[src/rtl/InsnDecodePkg.sv]
// Shared decode types: the 32-bit opcode type and the NOP classifier.
//   InsnOpcode  : raw 32-bit instruction word
//   insn_is_NOP : 1 when op[31:23]==0, op[7:2]==0 and op[0]==1
package InsnDecodePkg;

    typedef logic [31:0] InsnOpcode;

    // Bits that must match for a NOP, and the value they must hold.
    localparam InsnOpcode NOP_MASK  = 32'hFF80_00FD;
    localparam InsnOpcode NOP_MATCH = 32'h0000_0001;

    function automatic logic insn_is_NOP(input InsnOpcode op);
        return (op & NOP_MASK) == NOP_MATCH;
    endfunction

endpackage

[src/rtl/insn_fetch_queue_pkg.sv]
// Local constants for the fetch queue.
//   INSN_WIDTH : width of a stored opcode, taken from InsnOpcode
package insn_fetch_queue_pkg;

    import InsnDecodePkg::*;

    localparam int unsigned INSN_WIDTH = $bits(InsnOpcode);

endpackage

[src/rtl/insn_fetch_queue_ram.sv]
// Entry storage for the fetch queue: DEPTH x WIDTH, one synchronous write
// port and one asynchronous read port. Contents are not reset.
//   clk   : write clock
//   we    : write enable
//   waddr : write index
//   wdata : write entry
//   raddr : read index
//   rdata : entry at raddr (combinational)
module insn_fetch_queue_ram #(
    parameter int unsigned DEPTH = 4,
    parameter int unsigned WIDTH = 64
) (
    input  logic                     clk,
    input  logic                     we,
    input  logic [$clog2(DEPTH)-1:0] waddr,
    input  logic [WIDTH-1:0]         wdata,
    input  logic [$clog2(DEPTH)-1:0] raddr,
    output logic [WIDTH-1:0]         rdata
);

    logic [WIDTH-1:0] mem [DEPTH];

    // Write port
    always_ff @(posedge clk) begin
        if (we) begin
            mem[waddr] <= wdata;
        end
    end

    // Async read port
    assign rdata = mem[raddr];

endmodule

[src/rtl/insn_fetch_queue.sv]
// Instruction fetch queue: circular FIFO between fetch and decode.
//   clk, rst            : clock, asynchronous active-high reset
//   flush               : discard all entries (priority over handshakes)
//   enq_valid/ready     : fetch handshake; enq_ready = not full
//   enq_insn, enq_pc    : fetched opcode and its address
//   deq_valid/ready     : decode handshake; deq_valid = not empty
//   deq_insn, deq_pc    : head entry, zero when deq_valid is low
//   count               : current occupancy
// Build option: INSN_FETCH_QUEUE_NOP_SQUASH_EN drops NOP opcodes at enqueue
// (handshake completes, nothing is stored).
module insn_fetch_queue
    import InsnDecodePkg::*;
    import insn_fetch_queue_pkg::*;
#(
    parameter int unsigned DEPTH    = 4,
    parameter int unsigned PC_WIDTH = 32
) (
    input  logic                   clk,
    input  logic                   rst,
    input  logic                   flush,
    input  logic                   enq_valid,
    output logic                   enq_ready,
    input  InsnOpcode              enq_insn,
    input  logic [PC_WIDTH-1:0]    enq_pc,
    output logic                   deq_valid,
    input  logic                   deq_ready,
    output InsnOpcode              deq_insn,
    output logic [PC_WIDTH-1:0]    deq_pc,
    output logic [$clog2(DEPTH):0] count
);

    localparam int unsigned AW = $clog2(DEPTH);
    localparam int unsigned CW = AW + 1;
    localparam int unsigned EW = INSN_WIDTH + PC_WIDTH;

    logic [AW-1:0] wr_ptr;
    logic [AW-1:0] rd_ptr;
    logic          enq_fire;
    logic          deq_fire;
    logic          enq_keep;
    logic          wr_en;
    logic [EW-1:0] rd_data;

    // Status flags decoded from the occupancy register
    assign enq_ready = (count != CW'(DEPTH));
    assign deq_valid = (count != CW'(0));

    assign enq_fire = enq_valid & enq_ready;
    assign deq_fire = deq_valid & deq_ready;

`ifdef INSN_FETCH_QUEUE_NOP_SQUASH_EN
    assign enq_keep = ~insn_is_NOP(enq_insn);
`else
    assign enq_keep = 1'b1;
`endif

    // A squashed NOP completes its handshake but takes no slot
    assign wr_en = enq_fire & enq_keep & ~flush;

    // Pointers and occupancy; flush overrides any same-cycle handshake
    always_ff @(posedge clk or posedge rst) begin
        if (rst) begin
            wr_ptr <= '0;
            rd_ptr <= '0;
            count  <= '0;
        end else if (flush) begin
            wr_ptr <= '0;
            rd_ptr <= '0;
            count  <= '0;
        end else begin
            if (wr_en) begin
                wr_ptr <= wr_ptr + AW'(1);
            end
            if (deq_fire) begin
                rd_ptr <= rd_ptr + AW'(1);
            end
            count <= count + CW'(wr_en) - CW'(deq_fire);
        end
    end

    insn_fetch_queue_ram #(
        .DEPTH (DEPTH),
        .WIDTH (EW)
    ) u_ram (
        .clk   (clk),
        .we    (wr_en),
        .waddr (wr_ptr),
        .wdata ({enq_insn, enq_pc}),
        .raddr (rd_ptr),
        .rdata (rd_data)
    );

    // Head entry, masked to zero while empty
    assign deq_insn = deq_valid ? rd_data[EW-1 -: INSN_WIDTH] : '0;
    assign deq_pc   = deq_valid ? rd_data[PC_WIDTH-1:0]       : '0;

endmodule

[config.mk]
export PLATFORM = sky130hd
export DESIGN_NAME = insn_fetch_queue
export DESIGN_NICKNAME = d
export VERILOG_FILES = /design/src/rtl/InsnDecodePkg.sv /design/src/rtl/insn_fetch_queue_pkg.sv /design/src/rtl/insn_fetch_queue_ram.sv /design/src/rtl/insn_fetch_queue.sv
export SDC_FILE = /design/constraint.sdc
export NUM_CORES = 1
export LEC_CHECK = 0
export BUFFER_PORTS_ARGS = -buffer_cell sky130_fd_sc_hd__buf_4
export CAP_MARGIN = 25
export CORE_ASPECT_RATIO = 1.2
export CORE_MARGIN = 2
export CORE_UTILIZATION = 57
export DETAILED_ROUTE_END_ITERATION = 8
export PLACE_DENSITY_LB_ADDON = 0.12
export SYNTH_ARGS = -nofsm -noshare
export SYNTH_HDL_FRONTEND = slang
export SYNTH_SLANG_ARGS = --single-unit
[constraint.sdc]
create_clock -name clk -period 3.5 [get_ports clk]
set_input_delay 0.7 -clock clk [delete_from_list [all_inputs] [get_ports clk]]
set_output_delay 0.7 -clock clk [all_outputs]
set_load 0.02 [all_outputs]
==> results.sh <==
export IMPL_cap_violations=0
export IMPL_synth_simple_area_share_pct=4.93
export IMPL_status="finished, final reports clean"
export IMPL_total_power_mw=9.34
export IMPL_drive_gt1_share_pct=41.3
export IMPL_stdcell_count=850
export IMPL_synth_area_leader_cell="edfxtp_1"
export IMPL_syn_nets=531
export IMPL_pre_cts_ws_ps=492
export IMPL_cts_buffers=25
export IMPL_start_util_pct=58.1
export IMPL_power_leakage_nw=4.24
export IMPL_nNetsFinal=688
export IMPL_final_cell_mix="edfxtp_1 (256), buf_4 (146), and2_1 (65)"
export IMPL_crit_top_cell="buf_4"
export IMPL_rows=53
export IMPL_overflow=0
export IMPL_place_area_um2=11500
export IMPL_core_area_um2=17400
export IMPL_crit_arrival_ps=2440
export IMPL_grt_usage_pct=20.0
export IMPL_die_area_um2=18800
export IMPL_multiInputGateArea_um2=2110
export IMPL_post_dp_hpwl_um=11500
export IMPL_ioPinCount=138
export IMPL_max_stage_delay_ps=680
export IMPL_synth_seq_cells=263
export IMPL_slew_headroom_pct=58.9
export IMPL_dieWidth_um=126
export IMPL_cts_resized=0
export IMPL_yosys_top_cells_area="edfxtp_1 (76%), mux4_2 (14%), and2_1 (4.3%)"
export IMPL_num_vias=4773
export IMPL_port_buffers=137
export IMPL_h_tree_depth=1
export IMPL_cts_root_buffer="clkbuf_16"
export IMPL_vias_per_cell=5.62
export IMPL_dr_pass1_iters=4
export IMPL_antenna_found_initial=0
export IMPL_timing_hold_violations_final=0
export IMPL_synth_top_cell_area_share_pct=75.9
export IMPL_rsz0062_at_grt="no"
export IMPL_slew_viol_final=0
export IMPL_synth_compound_area_share_pct=0.260
export IMPL_critPathMaxFanout=18
export IMPL_yosysUniqueCellTypes=22
export IMPL_crit_path_top_delay_cell="dfrtp_4"
export IMPL_synthMuxAreaShare_pct=14.3
export IMPL_fin_ws_ps=356
export IMPL_postRouteWirelength_um=18600
export IMPL_hp_class="in -> async"
export IMPL_clock_latency_ps=510
export IMPL_finalInstanceArea_um2=12300
export IMPL_yosysSeqAreaShare_pct=77.7
export IMPL_grt_pass1_wl_um=28600
export IMPL_cts_buffer_depth=3
export IMPL_max_freq_ghz=0.318
export IMPL_wl_per_cell_um=21.9
export IMPL_drtIter0Drc=295
export IMPL_clock_sinks=263
export IMPL_syn_to_final_growth_pct=21.2
export IMPL_placed_cells=805
export IMPL_final_antenna_net_count=0
export IMPL_timing_hold_ws_ps=137
export IMPL_seq_area_um2=7870
export IMPL_diodes=0
export IMPL_fin_crit_ps=3140
export IMPL_syn_avg_cell_area_um2=22.3
export IMPL_setup_tns_ps=0
export IMPL_synth_xor_area_share_pct=0.260
export IMPL_end_kind="output pin"
export IMPL_grt_max_degree=47
export IMPL_hold_buffers=0
export IMPL_final_util_pct=70.4
export IMPL_finClkSkew_ps=7.47
export IMPL_ys_warn_count=0
export IMPL_cp_start_kind="flop"
export IMPL_ir_drop_mv=0.727
export IMPL_drcViolationCount=0
export IMPL_num_fill_cells=1084
export IMPL_grt_pass1_vias=5144
export IMPL_gp_congestion=0.762
export IMPL_syn_inst=455
export IMPL_final_common_cell="edfxtp_1"
export IMPL_setup_viol=0
export IMPL_worst_pin_slew_ps=615
export IMPL_critical_path_class="reg -> out"
export IMPL_p_per_area_nw_per_um2=761
export IMPL_cts_tree="built"
export IMPL_synth_fa_ha_area_share_pct=0.939
export IMPL_timing_final_crit_share_pct=89.8
export IMPL_netlist_area_um2=10100
export IMPL_synth_top_family_by_area="multiplexers"
export IMPL_cp_required_ps=2800
export IMPL_post_cts_setup_buffers=0
export IMPL_path_cells="buf_4 -> mux4_2 -> and2_1 -> buf_4"
export IMPL_die_height_um=150
export IMPL_clkTransAtPathRegs_ps=60
-- metal layers --
| metal | vias to the layer above | track usage (%) | part of all wire (%) |
|---|---|---|---|
| li1 | 2145 | - | - |
| met1 | 2480 | 26.6 | 40 |
| met2 | 133 | 34.2 | 52 |
| met3 | 15 | 4.61 | 6.8 |
| met4 | 0 | 4.78 | 1.0 |
| met5 | - | 0 | 0 |
-- where the power goes --
group / switching, mW / total (mW) / internal, mW
Clock: 1.05 / 2.49 / 1.44
Sequential: 0.157 / 3.83 / 3.68
Combinational: 1.55 / 3.01 / 1.46
Total: 2.76 / 9.34 / 6.58
-- synth_stat cells, drive strengths merged --
cell,n
nand2b,2
fa,1
dfrtp,7
xor2,3
o31ai,1
mux4,64
edfxtp,256
nor3b,1
buf,13
nor2b,1
or3,2
o21ai,1
ha,6
a21oi,1
and2,69
clkbuf,9
o311ai,1
mux2i,1
nor3,2
nor2,5
inv,9
-- path summary, 6_finish.rpt --
kind	start	to	slack, ps	depth (start not counted)
worst max-delay path	rd_ptr[0]	deq_insn[22]	360	4
worst min-delay path	rst	count[1]	140	2
worst max register to register	count[1]	count[2]	700	11
worst min register to register	wr_ptr[0]	wr_ptr[0]	640	2
max in group asynchronous	rst	rd_ptr[0]	3100	2
min in group clk	enq_insn[23]	u_ram.mem[2][55]	390	1
-- worst max-delay path, delay by kind of cell, from the launching register on --
kind / cells / cell delay [ps]
flip-flops: 1 / 680
multiplexers: 1 / 550
buffers and inverters: 2 / 540
AND/OR/NAND/NOR: 1 / 170
-- registers in the layout, summed over array words and instances (netlist names) --
name	cells
wr_ptr	2
count	3
rd_ptr	2
u_ram.mem	256
-- cells by family (layout without fill, tap and decap cells) --
logic type	Yosys count	count (layout)
AOI/OAI and AO/OA	4	4
xor gates and xnor gates	3	3
adders and majority gates	7	7
buffers and inverters	31	206
DFF	263	263
muxes	65	65
and+or+nand+nor	82	82
-- area by class of cell --
cell class              count  area share (%)
flip-flops and latches    263            64.1
multi-input cells         161            17.2
repair buffers            152            9.91
clock buffers              32            5.56
well taps                 220            2.24
clock inverters            13           0.693
inverters                   9           0.275
No activity file was read; power rests on OpenSTA's default activity.
